`config.mk`:
```
export PLATFORM = sky130hd
export DESIGN_NAME = hazard_ctrl
export DESIGN_NICKNAME = d
export VERILOG_FILES = /design/src/rtl/hazard_pkg.sv /design/src/rtl/hazard_fwd_unit.sv /design/src/rtl/hazard_ctrl.sv
export SDC_FILE = /design/constraint.sdc
export NUM_CORES = 1
export LEC_CHECK = 0
export ABC_CLOCK_PERIOD_IN_PS = 2200
export BUFFER_PORTS_ARGS = -buffer_cell sky130_fd_sc_hd__buf_2
export CAP_MARGIN = 20
export CORE_AREA = 10 10 68 64
export CTS_CLUSTER_SIZE = 14
export DETAILED_ROUTE_END_ITERATION = 12
export DIE_AREA = 0 0 78 74
export PLACE_DENSITY = 0.84
export SLEW_MARGIN = 30
export SYNTH_ARGS = -nofsm -noshare
export SYNTH_HDL_FRONTEND = slang
export SYNTH_SLANG_ARGS = --single-unit
```
`constraint.sdc`:
```
create_clock -name clk -period 2.2 [get_ports clk]
set_input_delay 0.11 -clock clk [delete_from_list [all_inputs] [get_ports clk]]
set_output_delay 0.11 -clock clk [all_outputs]
set_load 0.01 [all_outputs]
```
`src/rtl/hazard_pkg.sv`:
```
// Shared types and constants for the execute-stage hazard controller.
// Optional perf counters are enabled with the HAZARD_PERF_CNT_EN macro (see hazard_ctrl).
package hazard_pkg;

  // Encoding matches the operand mux3 input order: RF, ResultW, ALUResultM.
  typedef enum logic [1:0] {
    FWD_RF = 2'b00,
    FWD_W  = 2'b01,
    FWD_M  = 2'b10
  } fwd_sel_t;

  typedef enum logic {
    IDLE     = 1'b0,
    MUL_BUSY = 1'b1
  } hz_state_t;

  // R15 is the PC; its value never comes from the forwarding network.
  localparam logic [3:0] PC_REG = 4'd15;

endpackage

```
`src/rtl/hazard_fwd_unit.sv`:
```
// Forwarding select for one E-stage source operand. The youngest producer (M) wins over W.
module hazard_fwd_unit
  import hazard_pkg::*;
(
  input  logic [3:0] RAE,
  input  logic [3:0] RdM,
  input  logic [3:0] RdW,
  input  logic       RegWriteM,
  input  logic       RegWriteW,
  output fwd_sel_t   fwd
);

  // Pick the most recent in-flight writer of this operand, never for the PC.
  always_comb begin
    fwd = FWD_RF;
    if (RAE != PC_REG) begin
      if (RegWriteM && (RdM == RAE))      fwd = FWD_M;
      else if (RegWriteW && (RdW == RAE)) fwd = FWD_W;
    end
  end

endmodule

```
`src/rtl/hazard_ctrl.sv`:
```
// Hazard and sequencing control around the execute stage: operand forwarding,
// load-use stalls, PC-write flushes and a multi-cycle multiply held in E.
// Define HAZARD_PERF_CNT_EN to build the saturating stall/flush perf counters.
module hazard_ctrl
  import hazard_pkg::*;
#(
  parameter int unsigned MUL_LAT = 4
) (
  input  logic        clk,
  input  logic        reset,
  input  logic [3:0]  RA1D,
  input  logic [3:0]  RA2D,
  input  logic [3:0]  RA1E,
  input  logic [3:0]  RA2E,
  input  logic [3:0]  RdE,
  input  logic [3:0]  RdM,
  input  logic [3:0]  RdW,
  input  logic        RegWriteE,
  input  logic        RegWriteM,
  input  logic        RegWriteW,
  input  logic        MemtoRegE,
  input  logic        BranchTakenE,
  input  logic        PCSrcD,
  input  logic        PCSrcE,
  input  logic        PCSrcM,
  input  logic        PCSrcW,
  input  logic        MulStartE,
  output logic [1:0]  forwardAE,
  output logic [1:0]  forwardBE,
  output logic        StallF,
  output logic        StallD,
  output logic        StallE,
  output logic        FlushD,
  output logic        FlushE,
  output logic        FlushM,
  output logic        MulDoneE,
  output logic [31:0] StallCnt,
  output logic [31:0] FlushCnt
);

  localparam int unsigned CW    = $clog2(MUL_LAT + 1);
  localparam bit          MULTI = (MUL_LAT > 1);
  // First busy-cycle count: the start cycle itself already stalls once.
  localparam logic [CW-1:0] CNT_INIT = CW'((MUL_LAT > 1) ? (MUL_LAT - 2) : 0);

  hz_state_t     state, state_nxt;
  logic [CW-1:0] cnt, cnt_nxt;
  logic          mul_start, mulstall, mul_done;
  logic          ldstall, pcpend;
  fwd_sel_t      fwd_a, fwd_b;

  hazard_fwd_unit u_fwd_a (
    .RAE(RA1E), .RdM(RdM), .RdW(RdW),
    .RegWriteM(RegWriteM), .RegWriteW(RegWriteW), .fwd(fwd_a)
  );

  hazard_fwd_unit u_fwd_b (
    .RAE(RA2E), .RdM(RdM), .RdW(RdW),
    .RegWriteM(RegWriteM), .RegWriteW(RegWriteW), .fwd(fwd_b)
  );

  // A taken branch in E kills the multiply before it starts.
  assign mul_start = MulStartE && !BranchTakenE;

  // Multiply FSM state and down-counter; reset aborts any op in flight.
  always_ff @(posedge clk or negedge reset) begin
    if (!reset) begin
      state <= IDLE;
      cnt   <= '0;
    end else begin
      state <= state_nxt;
      cnt   <= cnt_nxt;
    end
  end

  // Next state: count remaining stall cycles, return to IDLE on the done cycle.
  always_comb begin
    state_nxt = state;
    cnt_nxt   = cnt;
    case (state)
      IDLE: begin
        if (mul_start && MULTI) begin
          state_nxt = MUL_BUSY;
          cnt_nxt   = CNT_INIT;
        end
      end
      MUL_BUSY: begin
        if (cnt != '0) cnt_nxt = cnt - CW'(1);
        else           state_nxt = IDLE;
      end
      default: state_nxt = IDLE;
    endcase
  end

  // FSM outputs: stall while the multiply is still computing, done on its last cycle.
  always_comb begin
    mulstall = 1'b0;
    mul_done = 1'b0;
    case (state)
      IDLE: begin
        mulstall = mul_start && MULTI;
        mul_done = mul_start && !MULTI;
      end
      MUL_BUSY: begin
        mulstall = (cnt != '0);
        mul_done = (cnt == '0);
      end
      default: ;
    endcase
  end

  // Load-use is suppressed while the multiply freezes the front end.
  assign ldstall = MemtoRegE && RegWriteE && ((RdE == RA1D) || (RdE == RA2D)) && !mulstall;
  assign pcpend  = PCSrcD || PCSrcE || PCSrcM;

  // Stage controls; while reset is low D and E are held as bubbles. Flush beats stall on D.
  always_comb begin
    if (!reset) begin
      forwardAE = FWD_RF;
      forwardBE = FWD_RF;
      StallF    = 1'b0;
      StallD    = 1'b0;
      StallE    = 1'b0;
      FlushD    = 1'b1;
      FlushE    = 1'b1;
      FlushM    = 1'b0;
      MulDoneE  = 1'b0;
    end else begin
      forwardAE = fwd_a;
      forwardBE = fwd_b;
      FlushD    = pcpend || PCSrcW || BranchTakenE;
      FlushE    = ldstall || BranchTakenE;
      FlushM    = mulstall;
      StallF    = ldstall || pcpend || mulstall;
      StallD    = (ldstall || mulstall) && !FlushD;
      StallE    = mulstall;
      MulDoneE  = mul_done;
    end
  end

`ifdef HAZARD_PERF_CNT_EN
  logic [31:0] stall_cnt, flush_cnt;

  // Saturating perf counters for front-end stall and E/M flush cycles.
  always_ff @(posedge clk or negedge reset) begin
    if (!reset) begin
      stall_cnt <= '0;
      flush_cnt <= '0;
    end else begin
      if (StallF && (stall_cnt != '1))            stall_cnt <= stall_cnt + 32'd1;
      if ((FlushE || FlushM) && (flush_cnt != '1)) flush_cnt <= flush_cnt + 32'd1;
    end
  end

  assign StallCnt = stall_cnt;
  assign FlushCnt = flush_cnt;
`else
  assign StallCnt = 32'h0;
  assign FlushCnt = 32'h0;
`endif

endmodule
```
Word level (Yosys, flattened, before mapping)
Cells that the tools add are included.
Widths: inputs -> output; s select.
- word-level logic and storage cells: 60
- input port bits: 40
- flip-flop bits (word level): 4
- output and inout port bits: 75
- equal/unequal tests: 10
- add/sub/neg operators: 1
- muxes and demuxes: 22
- bitwise gates (word level): 1
- reductions and logical operators: 24
- operator list (kind ; count):
    $eq 4x4->1 ; 6
    $mux 2 ; 6
    $mux 1 ; 10
    $logic_and 1x1->1 ; 9
    $logic_or 1x1->1 ; 9
    $ne 4x4->1 const B ; 2
    $mux 3 ; 2
    $pmux 1 s2 ; 3
    $pmux 3 s2 ; 1
    $logic_not 1->1 ; 3
    $logic_not 3->1 ; 1
    $reduce_bool 3->1 ; 1
    $sub 3x1->3 const B ; 1
    $ne 2x1->1 const B ; 1
    $ne 2x2->1 const B ; 1
    $reduce_and 2->1 ; 1
    $not 1->1 ; 1

Longest topological paths before layout
- depth in word-level cells: 8
- mapped depth: 6
- mapped depth without buffers: 6

By module
A second synthesis with hierarchy kept.
- cells, all modules: 149
- area total of the unflattened synthesis: 1147.4 um^2
- modules (own cells, without submodules) (module ; seq. area each (um^2) ; cells each ; area each (um^2) ; times used):
    hazard_ctrl ; 100.1 ; 111 ; 884.6 ; 1
    hazard_fwd_unit ; 0.0 ; 19 ; 131.4 ; 2

Worst setup path after synthesis
No wires, ideal clock.
- path type: reg-to-output
- start: register cnt[0]
- end: output StallE
- required time: 2.090 ns
- path buffers: 1
- stages on the path, launching flop included: 7
- setup slack: 0.713 ns
- data arrival time: 1.377 ns
- path through: dfrtp_1 -> inv_1 -> ha_1 -> nor2b_1 -> mux2i_2 -> and2_1 -> buf_4
- cells in the longest elaborated chain, start to end: 3
- RTL lines (what ; RTL line ; RTL):
    start, declared ; hazard_ctrl.sv:47 ; logic [CW-1:0] cnt, cnt_nxt;
    start signal, assigned ; hazard_ctrl.sv:72 ; cnt <= cnt_nxt;
    $reduce_bool 3->1 ; hazard_ctrl.sv:105 ; mulstall = (cnt != '0);
    $pmux 1 s2 ; hazard_ctrl.sv:99 ; case (state)
    named net mulstall ; hazard_ctrl.sv:48 ; logic mul_start, mulstall, mul_done;
    $mux 1 ; - ;
    end, declared ; hazard_ctrl.sv:32 ; output logic StallE,
The timed path passes the listed nets, and every way through them passes these cells.

Worst setup path in the final report
- start: register cnt[0]
- end: output StallD
- cells in the longest elaborated chain, start to end: 7
- RTL lines (what ; RTL line ; RTL):
    $reduce_bool 3->1 * ; hazard_ctrl.sv:105 ;
    $pmux 1 s2 * ; hazard_ctrl.sv:99 ;
    named net mulstall ; hazard_ctrl.sv:48 ;
    $logic_not 1->1 ; hazard_ctrl.sv:113 ; assign ldstall = MemtoRegE && RegWriteE && ((RdE == RA1D) || (RdE == RA2D)) && !mulstall;
    $logic_and 1x1->1 ; hazard_ctrl.sv:113 ;
    $logic_or 1x1->1 * ; hazard_ctrl.sv:135 ; StallD = (ldstall || mulstall) && !FlushD;
    $logic_and 1x1->1 * ; hazard_ctrl.sv:135 ;
    $mux 1 * ; hazard_ctrl.sv:118 ; if (!reset) begin
    end, declared ; hazard_ctrl.sv:31 ; output logic StallD,
Mark *: on every way through the listed nets, which the timed path passes. The rest lies on a longest branch.

==> impl_metrics.ini <==
[outcome]
status = completed

[global_route]
busiest_layer = met2
met1_usage_pct = 8.43
track_usage_pct = 9.03
grt_max_degree = 12
antenna_found_initial = 0
grt_pass1_wl_um = 4400
grt_overflow_total = 0
met3_usage_pct = 4.58
grt_pass1_vias = 957
grtUsageMet2_pct = 17.3

[placement]
dp_cells = 232
place_congestion = 0.733
dp_hpwl_um = 2750
port_buffers = 50

[floorplanning]
fp.dieH_um = 74
start_util_pct = 36.8
core_um2 = 2970
die_x_um = 78
rows = 19
io-pin-count = 115
die_area_um2 = 5770

[clock_tree]
clkLatencyLatePin_ns = 0.24
ctsRootBufferMaster = clkbuf_4
cts_tree = yes
clk_pin_slew_worst_paths_ns = 0.04
clk_path_buf_depth = 2
clock-sinks = 4
cts_max_level = 1
post_cts_buffers = 0
numCtsBuffers = 3

[sta]
grt_setup_unrepaired = no
finClkSkew_ns = 0.00394
min_period_ns = 1.87
max_freq_ghz = 0.535
period_share_pct = 84.9
drv_slew = 0
fin_tns_setup_ns = 0
hold_violations = 0
setup-violations-final = 0

[logic_synthesis]
post-synth-top-count-cell = buf_4
synthFlopType = dfrtp_1
synth_top_area_cell = buf_4
syn_area_um2 = 1090
post_synth_inst_count = 142
synth_area_per_cell_um2 = 7.70
synth_top_area_share_pct = 44.6
synth_area_leaders = buf_4 (45%), xor2_1 (11%), dfrtp_1 (9.2%)
synth_edf_count = 0
ys_warn_count = 0
yosysUniqueCellTypes = 27
seq_area_frac_synth_pct = 9.15
ys_top_cells_by_count = buf_4 (65), xor2_1 (14), xnor2_1 (8)
async_reset_ff_share_pct = 100
ys_ff_latch = 4

[drt]
drcViolationCount = 0
vias = 891
postRouteAntennaNets = 0
drtIter0Drc = 14
via_per_inst = 3.78
wl_per_cell_um = 12.4
drt-pass1-iter-count = 4
routed_wl_um = 2930

[worst_setup_path]
rr_worst_depth = 6
crit_type = reg -> out
worstPathRequired_ns = 2.09
cp-start-kind = register
arrival_ns = 1.76
cp-end-kind = primary output
crit_chain = inv_1 > ha_1 > nor2b_1 > mux2i_2 > clkinv_1 > a21oi_2 > buf_2
slowest_delay_ns = 0.35
critPathMaxFanout = 8
slowest_stage = mux2i_2

[hold_path]
holdCritPathClass = in -> reg
min_path_cells = 4

[final_layout]
diodes = 0
final.fill_count = 331
fin_nets = 238
instances_no_fill = 236
drive_gt1_share_pct = 29.9
area_growth_pct = 7.67
utilization_pct = 39.6

[flow_run]
drv_cap = 0

[power]
p_leak_uw = 0.000675
vdd_ir_drop_max_uv = 293
power_density_nw_per_um2 = 492
[cells in the final DEF (no fill, tap or decap), drive strengths merged]
| master | count |
|---|---|
| o211ai | 1 |
| o21ai | 3 |
| dfrtp | 4 |
| a21boi | 1 |
| xnor2 | 8 |
| nand2 | 6 |
| buf | 50 |
| inv | 2 |
| mux2 | 1 |
| nor2 | 7 |
| or3 | 1 |
| conb | 64 |
| nand4 | 4 |
| a21oi | 1 |
| and2 | 2 |
| a31oi | 3 |
| clkbuf | 3 |
| nor3 | 2 |
| clkinv | 1 |
| dlygate4sd3 | 1 |
| mux2i | 1 |
| nor2b | 2 |
| nand2b | 1 |
| or3b | 2 |
| and3 | 3 |
| nor4 | 4 |
| ha | 2 |
| xor2 | 14 |
[critical path, delay by kind of cell, from the launching register on]
family	cells	cell delay (ns)
buffers and inverters	3	0.35
muxes	1	0.35
DFF	1	0.33
adders and majority gates	1	0.20
and+or+nand+nor	1	0.16
AOI/OAI and AO/OA	1	0.12
[routing by layer]
metal  wire length (um)  vias up
li1                   -      444
met1                969      391
met2               1620       54
met3                306        2
met4                 30        0
met5                  0        -
[flip-flops by register name, indices dropped and copies added, names as in the netlist]
register  flops
cnt           3
state         1
[repair_timing]
action / in CTS / in global routing
hold endpoints to repair: 4 / 0
hold buffers: 1 / 0
resized for setup: 0 / 0
[final cells by class]
| type | count | area, um^2 | share of cell area (%) |
|---|---|---|---|
| inverters | 3 | 11.3 | 0.956 |
| well taps | 42 | 52.6 | 4.46 |
| flip-flops and latches | 4 | 100 | 8.50 |
| multi-input cells | 133 | 731 | 62.1 |
| repair buffers | 51 | 260 | 22.1 |
| clock buffers | 3 | 22.5 | 1.91 |
[cell families after synthesis]
family | share of synthesized area (%)
buf+inv | 45.7
fa+ha+maj | 2.29
compound gates | 5.26
mux | 2.29
simple gates | 17.4
flops | 9.15
xor+xnor | 17.6
other cells | 0.343
[power by group]
group	switching [uW]	leakage (uW)	internal, uW	total [uW]
registers	29.5	0.0000462	110	140
clock network	31.6	0.0000138	61.1	92.8
logic	204	0.000615	142	347
total	266	0.000675	313	579
[through the flow]
stage	instance area, um^2	power (uW)	hold slack (ns)	worst slack, ns
2_1_floorplan	1330	464	-0.186	0.713
5_1_grt	1180	644	0.200	0.184
3_3_place_gp	1140	471	-0.0276	0.605
3_5_place_dp	1140	484	-0.0322	0.568
4_1_cts	1180	586	0.193	0.300
6_report	1180	579	0.196	0.332
[path summary, 6_finish.rpt]
check | from | slack [ns] | to
worst max register to register | cnt[0] | 0.79 | cnt[1]
worst min-delay path | MulStartE | 0.20 | cnt[2]
max in group asynchronous | reset | 1.77 | state
min in group asynchronous | reset | 0.26 | cnt[2]
worst min register to register | cnt[0] | 0.55 | cnt[0]
worst max-delay path | cnt[0] | 0.33 | StallD
Power figures use the tool's default switching activity.
